`src/rtl/mem_port_arbiter.sv`:
```
// Shares one single-ported memory between the core data, core instruction and host ports.
// Fixed priority dmem > imem > host, with a starvation counter that promotes the host.
module mem_port_arbiter #(
    parameter int unsigned XLEN          = 32,
    parameter int unsigned HOST_MAX_WAIT = 16
) (
    input  logic            clk,
    input  logic            rst,

    input  logic            dmem_req_valid,
    output logic            dmem_req_ready,
    input  logic [XLEN-1:0] dmem_req_addr,
    input  logic [XLEN-1:0] dmem_req_data,
    input  logic            dmem_req_fcn,
    input  logic [2:0]      dmem_req_typ,
    output logic            dmem_resp_valid,
    output logic [XLEN-1:0] dmem_resp_data,

    input  logic            imem_req_valid,
    output logic            imem_req_ready,
    input  logic [XLEN-1:0] imem_req_addr,
    input  logic            imem_req_fcn,
    input  logic [2:0]      imem_req_typ,
    output logic            imem_resp_valid,
    output logic [XLEN-1:0] imem_resp_data,

    input  logic            host_req_valid,
    output logic            host_req_ready,
    input  logic [XLEN-1:0] host_req_addr,
    input  logic [XLEN-1:0] host_req_data,
    input  logic            host_req_fcn,
    input  logic [2:0]      host_req_typ,
    output logic            host_resp_valid,
    output logic [XLEN-1:0] host_resp_data,

    output logic            mem_req_valid,
    input  logic            mem_req_ready,
    output logic [XLEN-1:0] mem_req_addr,
    output logic [XLEN-1:0] mem_req_data,
    output logic            mem_req_fcn,
    output logic [2:0]      mem_req_typ,
    input  logic            mem_resp_valid,
    input  logic [XLEN-1:0] mem_resp_data
);

    localparam int unsigned WAIT_W = 8;
    localparam logic [WAIT_W-1:0] WAIT_LIMIT = WAIT_W'(HOST_MAX_WAIT);
    localparam logic [WAIT_W-1:0] WAIT_SAT   = '1;

    typedef enum logic [1:0] {IDLE, ISSUE, RESP} state_t;
    typedef enum logic [1:0] {OWN_NONE, OWN_D, OWN_I, OWN_H} owner_t;

    state_t              state_q, state_d;
    owner_t              owner_q, owner_d;
    owner_t              grant;
    logic [WAIT_W-1:0]   host_wait_q, host_wait_d;
    logic                resp_hit;

    // State, owner and host starvation counter
    always_ff @(posedge clk) begin
        if (rst) begin
            state_q     <= IDLE;
            owner_q     <= OWN_NONE;
            host_wait_q <= '0;
        end else begin
            state_q     <= state_d;
            owner_q     <= owner_d;
            host_wait_q <= host_wait_d;
        end
    end

    // Arbitration and next-state logic; grant is locked to the owner once issued
    always_comb begin
        state_d     = state_q;
        owner_d     = owner_q;
        host_wait_d = host_wait_q;
        grant       = OWN_NONE;
        case (state_q)
            IDLE: begin
                if (host_req_valid && (host_wait_q >= WAIT_LIMIT)) grant = OWN_H;
                else if (dmem_req_valid)                           grant = OWN_D;
                else if (imem_req_valid)                           grant = OWN_I;
                else if (host_req_valid)                           grant = OWN_H;

                if (grant != OWN_NONE) begin
                    owner_d = grant;
                    state_d = mem_req_ready ? RESP : ISSUE;
                    if (grant == OWN_H) begin
                        host_wait_d = '0;
                    end else if (host_req_valid && (host_wait_q != WAIT_SAT)) begin
                        host_wait_d = host_wait_q + WAIT_W'(1);
                    end
                end
            end
            ISSUE: begin
                grant = owner_q;
                if (mem_req_ready) state_d = RESP;
            end
            RESP: begin
                if (mem_resp_valid) begin
                    state_d = IDLE;
                    owner_d = OWN_NONE;
                end
            end
            default: begin
                state_d = IDLE;
                owner_d = OWN_NONE;
            end
        endcase
    end

    // Request payload mux from the granted port
    always_comb begin
        mem_req_addr = '0;
        mem_req_data = '0;
        mem_req_fcn  = 1'b0;
        mem_req_typ  = 3'b000;
        case (grant)
            OWN_D: begin
                mem_req_addr = dmem_req_addr;
                mem_req_data = dmem_req_data;
                mem_req_fcn  = dmem_req_fcn;
                mem_req_typ  = dmem_req_typ;
            end
            OWN_I: begin
                mem_req_addr = imem_req_addr;
                mem_req_fcn  = imem_req_fcn;
                mem_req_typ  = imem_req_typ;
            end
            OWN_H: begin
                mem_req_addr = host_req_addr;
                mem_req_data = host_req_data;
                mem_req_fcn  = host_req_fcn;
                mem_req_typ  = host_req_typ;
            end
            default: ;
        endcase
    end

    assign mem_req_valid  = (grant != OWN_NONE) && !rst;
    assign dmem_req_ready = (grant == OWN_D) && mem_req_ready && !rst;
    assign imem_req_ready = (grant == OWN_I) && mem_req_ready && !rst;
    assign host_req_ready = (grant == OWN_H) && mem_req_ready && !rst;

    // Responses outside RESP are strays and are dropped
    assign resp_hit        = mem_resp_valid && (state_q == RESP) && !rst;
    assign dmem_resp_valid = resp_hit && (owner_q == OWN_D);
    assign imem_resp_valid = resp_hit && (owner_q == OWN_I);
    assign host_resp_valid = resp_hit && (owner_q == OWN_H);

    assign dmem_resp_data = mem_resp_data;
    assign imem_resp_data = mem_resp_data;
    assign host_resp_data = mem_resp_data;

endmodule
```
`config.mk`:
```
export PLATFORM = sky130hd
export DESIGN_NAME = mem_port_arbiter
export DESIGN_NICKNAME = d
export VERILOG_FILES = /design/src/rtl/mem_port_arbiter.sv
export SDC_FILE = /design/constraint.sdc
export NUM_CORES = 1
export LEC_CHECK = 0
export BUFFER_PORTS_ARGS = -buffer_cell sky130_fd_sc_hd__buf_4
export CORE_AREA = 2 2 149 151
export DETAILED_ROUTE_END_ITERATION = 8
export DIE_AREA = 0 0 151 153
export PLACE_DENSITY = 0.51
export REMOVE_ABC_BUFFERS = 1
export SLEW_MARGIN = 20
export SYNTH_ARGS = -nofsm -noshare
export SYNTH_HDL_FRONTEND = slang
export SYNTH_SLANG_ARGS = --single-unit
```
`constraint.sdc`:
```
create_clock -name clk -period 2.38 [get_ports clk]
set_clock_uncertainty 0.15 [all_clocks]
set_input_delay 0.357 -clock clk [delete_from_list [all_inputs] [get_ports clk]]
set_output_delay 0.357 -clock clk [all_outputs]
set_load 0.01 [all_outputs]
```
==> flow_metrics.tcl, run 1 <==
set metrics [dict create \
    slew_viol_final 0 \
    critical_path_class "reg2out" \
    synth_area_per_cell_um2 7.60 \
    setup.worst_path.start "host_wait_q[7]" \
    clkLatencyLatePin_ns 0.24 \
    cp-start-kind "flop" \
    hold_viol 0 \
    first_iter_violations 97 \
    slowest_stage "dfxtp_2" \
    synthArstFlopShare_pct 0 \
    rsz0062_at_grt "true" \
    h-tree-depth 1 \
    synth_top_area_share_pct 23.9 \
    num-nets-final 821 \
    wl_met2_um 7620 \
    seqCellArea_um2 243 \
    drc 0 \
    hp-start "mem_req_ready" \
    antennaDiodeCount 0 \
    max_cap_violations 0 \
    cp_cell_sequence "nor4_4 -> a21boi_2 -> o31ai_4 -> buf_6 -> buf_12 -> buf_4 -> mux2i_2 -> o2bb2ai_2 -> buf_4" \
    power.density_nw_per_um2 405 \
    antenna_found_initial 0 \
    synth_edf_count 0 \
    fmax_mhz 380 \
    initial_core_util_pct 14.6 \
    path_delay_family "buffers and inverters" \
    grt_pass1_vias 3692 \
    cts_tree "yes" \
    io_pins 382 \
    fin_util_pct 27.7 \
    postRouteAntennaNets 0 \
    dpl-instance-area_um2 4780 \
    total_power_w 0.00241 \
    relSlewSlack_pct 65.8 \
    setup_violations 71 \
    syn_inst 413 \
    p_leak_nw 2.65 \
    fin_crit_ns 2.63 \
    num_rows 54 \
    fin_crit_sh_pct 110 \
    m1WireLength_um 6070 \
    grt_overflow_total 0 \
    synth_area_leaders "buf_4 24%, o2bb2ai_2 14%, mux2i_1 11%" \
    synth_cell_types 43 \
    reg2reg_from "state_q[1]" \
    yosys.area_share.simple_pct 22.0 \
    layout-drive-gt1-share_pct 74.6 \
    worst_pin_slew_ns 0.512 \
    ys_ff_latch 12 \
    cp.required_ns 1.87 \
    design_area_um2 5960 \
    wl_met3_um 2500 \
    coreArea_um2 21500 \
    grt_max_degree 43 \
    numCtsBuffers 3 \
    crit_path_max_fanout 8 \
    synth_xor_area_share_pct 0.837 \
    violations "negative setup slack" \
    areaGrowthSynthToFinish_pct 89.7 \
    cp-end-kind "output pin" \
    ir_drop_mv 0.217 \
    worstPathArrival_ns 2.12 \
    crit_top_cell "buf_4" \
    synth_compound_gate_area_share_pct 26.5 \
    wl_per_cell_um 18.5 \
    clockBufferDepth 2 \
    clock_sinks 12 \
    place.gp.congestion 0.731 \
    grt_util_all_layers_pct 12.9 \
    synthFlopType "dfxtp_1" \
    die_h_um 153 \
    hold_class "in2reg" \
    timing.final.ws_setup_ns -0.249 \
    vias 3701 \
    fill_cells 2290 \
    synth-seq-area-share_pct 7.65 \
    path_buf_inv 4 \
    crit_path_max_incr_delay_ns 0.33 \
    synth_adder_area_share_pct 0.797 \
    synth_area_um2 3140 \
    status "complete, but fails checks" \
    routed.top_layer "met5" \
    wirelength_um 16400 \
    synth_top_family_by_area "buffers and inverters" \
    synthMuxAreaShare_pct 11.5 \
    clk_pin_slew_worst_paths_ns 0.04 \
    yosysTopAreaCell "buf_4" \
    tns_ns -11.82 \
    dp.final_hpwl_um 12300 \
    multi_input_comb_area_um2 2510 \
    synth_warnings 0 \
    die_x_um 151 \
    root_buffer "clkbuf_16" \
    grt_pass1_wl_um 22300 \
    viasPerCell 4.17 \
    drt_pass1_iterations 4 \
    die_area_um2 23100 \
    io_buffers 253 \
]
[Yosys cell counts (2+ instances only)]
library cell,instances
a41oi_1,2
and3_1,2
dfxtp_1,12
buf_2,10
nor4_1,3
ha_1,2
o2bb2ai_1,6
a21oi_1,41
or3_1,2
xor2_1,3
buf_4,100
buf_6,3
buf_12,3
nor2_1,13
nand2_1,67
o2bb2ai_2,30
nor2b_1,37
inv_1,6
nor3_1,4
clkbuf_1,6
mux2i_1,36
nand2b_1,3
o21ai_0,2
[kinds of logic after synthesis]
family,count (synthesis)
AND/OR/NAND/NOR,139
flip-flops,12
XOR/XNOR,3
buffers and inverters,131
multiplexers,36
AO/OA/AOI/OAI,90
adder cells (fa/ha/maj),2
[worst paths after layout]
path | end | slack [ns] | cells after the start
min | state_q[0] | 0.17 | 2
max reg2reg | host_wait_q[7] | 0.50 | 6
min reg2reg | owner_q[0] | 0.33 | 2
max | mem_req_addr[18] | -0.25 | 9
[registers in the layout (all words and copies together) (netlist names)]
register	count
state_q	2
host_wait_q	8
owner_q	2
[placed cells by master, fill, tap and decap left out, types with 4 or more instances in the layout]
| cell | n |
|---|---|
| mux2i_4 | 13 |
| a21oi_2 | 33 |
| buf_6 | 21 |
| nand2_4 | 15 |
| nor2b_1 | 37 |
| mux2i_1 | 15 |
| dfxtp_1 | 10 |
| nand2_1 | 35 |
| buf_12 | 12 |
| inv_1 | 6 |
| buf_16 | 4 |
| o2bb2ai_2 | 31 |
| mux2i_2 | 8 |
| a21oi_1 | 8 |
| buf_4 | 273 |
| nand2_2 | 18 |
| nor2_1 | 13 |
| clkbuf_16 | 6 |
[per-stage QoR]
step / instances / setup slack (ns) / hold WS (ns)
2_1_floorplan: 288 / -1.95 / 0.276
3_3_place_gp: 852 / -0.0112 / 0.314
3_5_place_dp: 852 / -0.0308 / 0.323
4_1_cts: 881 / -0.283 / 0.168
5_1_grt: 887 / -0.343 / 0.167
6_report: 887 / -0.249 / 0.167
[area by class of cell]
| type | instances | area share, % |
|---|---|---|
| Timing Repair Buffer | 315 | 46.0 |
| Multi-Input combinational cell | 270 | 42.1 |
| Tap cell | 280 | 5.88 |
| Sequential cell | 12 | 4.08 |
| Clock buffer | 4 | 1.49 |
| Inverter | 6 | 0.378 |
[per-layer routing]
layer	vias up	GRT usage (%)
met2	291	21.0
met3	15	8.12
met1	1686	14.0
met5	-	4.78
li1	1705	-
met4	4	2.05
[report_power, final]
| part | internal (W) | switching [W] | total (W) |
|---|---|---|---|
| clock network | 0.000254 | 0.0000922 | 0.000346 |
| logic | 0.00104 | 0.000810 | 0.00185 |
| registers | 0.000210 | 0.00000817 | 0.000218 |
| total | 0.00150 | 0.000911 | 0.00241 |
[timing repair]
action,CTS,global route
pin swaps,53,26
gates cloned,8,3
hold buffers,0,0
buffers inserted,18,7
resized for setup,93,71
endpoints found under the setup margin,72,72
Power figures use the tool's default switching activity.
==> run 2, diff against run 1 <==
--- a/config.mk
+++ b/config.mk
@@ -6,10 +6,10 @@
 export NUM_CORES = 1
 export LEC_CHECK = 0
 export BUFFER_PORTS_ARGS = -buffer_cell sky130_fd_sc_hd__buf_4
-export CORE_AREA = 2 2 149 151
+export CORE_AREA = 2 2 147 149
 export DETAILED_ROUTE_END_ITERATION = 8
-export DIE_AREA = 0 0 151 153
-export PLACE_DENSITY = 0.51
+export DIE_AREA = 0 0 149 151
+export PLACE_DENSITY = 0.54
 export REMOVE_ABC_BUFFERS = 1
 export SLEW_MARGIN = 20
 export SYNTH_ARGS = -nofsm -noshare
==> constraint.sdc (replaced) <==
create_clock -name clk -period 2.3 [get_ports clk]
set_clock_uncertainty 0.15 [all_clocks]
set_input_delay 0.345 -clock clk [delete_from_list [all_inputs] [get_ports clk]]
set_output_delay 0.345 -clock clk [all_outputs]
set_load 0.01 [all_outputs]
==> run 2 against run 1 <==
The flow still finishes with violations (negative setup slack). Critical path type unchanged. First-iteration DRC count rose by 5.2%. Power up 5.1%. Clock power up 2%. Utilization rose by 1.1 points. Routed wire length grew 7.2%. Critical endpoint is now mem_req_data[19]. Largest power group unchanged. Combinational power increased by 6%. Sequential share of layout area about the same. Global-route usage is 0.18 points lower. Sequential power is 5% higher.
==> flow_metrics.tcl, run 2 (same netlist as run 1, synthesis figures left out) <==
set metrics [dict create \
    status "complete, but fails checks" \
    violations "negative setup slack" \
    p_int_w 0.00157 \
    setup_violations 72 \
    die_area_um2 22500 \
    reg2reg_depth 8 \
    grt_max_degree 42 \
    numCtsBuffers 3 \
    hold_buffers 0 \
    worst_pin_slew_ns 0.498 \
    fin_crit_ns 2.58 \
    io_pins 382 \
    dp.cells 851 \
    ir_drop_mv 0.189 \
    p_sw_w 0.000962 \
    crit_path_max_incr_delay_ns 0.33 \
    grt_util_all_layers_pct 12.7 \
    areaGrowthSynthToFinish_pct 91.0 \
    die_x_um 149 \
    power.density_nw_per_um2 423 \
    slew_viol_final 0 \
    slowest_stage "dfxtp_2" \
    vias 3757 \
    fin_crit_sh_pct 112 \
    layout.cells.non_filler 883 \
    root_buffer "clkbuf_16" \
    antenna_found_initial 0 \
    relSlewSlack_pct 66.8 \
    place.gp.congestion 0.776 \
    cp.required_ns 1.80 \
    postRouteAntennaNets 0 \
    initial_core_util_pct 15.1 \
    worstPathArrival_ns 2.09 \
    h-tree-depth 1 \
    fmax_mhz 387 \
    num-nets-final 822 \
    hold-path-cell-count 2 \
    rsz0062_at_grt "true" \
    grt_overflow_total 0 \
    fin_worst_hold_slack_ns 0.143 \
    timing.final.ws_setup_ns -0.282 \
    cp-end-kind "output pin" \
    p_comb_share_pct 77.1 \
    path_buf_inv 5 \
    clockBufferDepth 2 \
    final_common_cell "buf_4" \
    final_cell_mix "269 x buf_4, 37 x nand2_1, 37 x nor2b_1" \
    drt_pass1_iterations 4 \
    grt_pass1_wl_um 21500 \
    wirelength_um 17600 \
    total_power_w 0.00254 \
    clk_pin_slew_worst_paths_ns 0.04 \
    viasPerCell 4.25 \
    tns_ns -16.89 \
    coreArea_um2 20800 \
    grt_pass1_vias 3607 \
    path_delay_family "buffers and inverters" \
    cp_cell_sequence "nor4_4 -> buf_4 -> nand2_4 -> buf_6 -> o211ai_4 -> buf_12 -> buf_12 -> nand2_2 -> a21oi_2 -> buf_4" \
    first_iter_violations 102 \
    reg2reg_from "host_wait_q[4]" \
    largest_reg_flops 8 \
    p_clk_share_pct 13.9 \
    hold_class "in2reg" \
    p_seq_share_pct 9.0 \
    switching_share_pct 37.9 \
    hold_viol 0 \
    drc 0 \
    max_cap_violations 0 \
    clock_sinks 12 \
    io_buffers 253 \
    die_h_um 151 \
    crit_path_max_fanout 8 \
    place_ws_ns -0.106 \
    top_register "host_wait_q" \
    num_rows 53 \
    cts_tree "yes" \
    p_leak_nw 2.70 \
    whs_endpoint "state_q[0]" \
    dp.final_hpwl_um 12100 \
    layout-drive-gt1-share_pct 75.2 \
    r2r-end "owner_q[0]" \
    wl_per_cell_um 19.9 \
    clkLatencyLatePin_ns 0.24 \
    largestRegisters "host_wait_q x8, owner_q x2, state_q x2" \
    cp-start-kind "flop" \
    hp-start "mem_req_ready" \
    critical_path_class "reg2out" \
    r2r_slack_ns 0.41 \
    antennaDiodeCount 0 \
]
[run 2: changes by cell type in the layout (fill, tap and decap cells not counted), moves of 3 or more]
cell | before | now
nor3_2 | 0 | 3
mux2i_4 | 13 | 6
nor3_1 | 3 | 0
nand2_2 | 18 | 9
clkbuf_16 | 6 | 9
o2bb2ai_4 | 3 | 0
mux2i_2 | 8 | 17
buf_4 | 273 | 269
buf_12 | 12 | 18
nand2_4 | 15 | 22
[run 2: power groups by stage]
stage	logic [W]	clock network [W]	registers, W
5_1_grt	0.00208	0.000375	0.000228
3_3_place_gp	0.00142	0	0.000231
3_5_place_dp	0.00142	0	0.000230
2_1_floorplan	0.000621	0	0.000242
6_report	0.00196	0.000352	0.000228
4_1_cts	0.00172	0.000359	0.000227
[run 2: worst max path at each step]
stage,from,end,slack (ns),depth (start not counted)
CTS,host_wait_q[7],mem_req_data[19],-0.34,11
finish,host_wait_q[4],mem_req_data[19],-0.28,10
global route,host_wait_q[4],mem_req_data[19],-0.37,10
detailed placement,host_wait_q[4],mem_req_addr[25],-0.11,8
floorplan,host_wait_q[4],mem_req_addr[12],-2.01,5
global placement,host_wait_q[4],mem_req_addr[0],-0.07,8
[run 2: per-stage QoR]
stage          cell area, um2  utilization [%]
3_5_place_dp             4810             23.1
5_1_grt                  6000             28.8
6_report                 6000             28.8
4_1_cts                  5500             26.4
2_1_floorplan            2200                -
3_3_place_gp             4810             23.1
[run 2: worst reg2reg max path, stage by stage (launching register included)]
cell,delay [ns]
dfxtp_2,0.33
nor4_4,0.31
a21boi_2,0.10
o31ai_4,0.27
buf_6,0.19
buf_6,0.13
buf_12,0.12
buf_12,0.11
a21oi_1,0.05
[run 2: metal layers]
metal	vias to the layer above	GRT usage [%]	wire (um)
li1	1702	-	-
met1	1743	14.0	6510
met2	296	20.3	8190
met3	14	8.77	2740
met4	2	1.05	92
met5	-	5.91	67
[run 2: cell type report]
| type | instances | area, um2 |
|---|---|---|
| inverter | 6 | 22.5 |
| clock buffer | 4 | 88.8 |
| tap | 275 | 344 |
| fill | 2204 | 14800 |
| sequential | 12 | 245 |
| timing repair buffer | 316 | 2830 |
| multi-input combinational | 270 | 2470 |
[run 2: what timing repair did]
item,CTS,global route
cloned,6,9
endpoints found under the setup margin,73,73
gates resized for setup,87,83
pin swaps,52,44
endpoints found under the hold margin,0,0
setup buffers,11,9
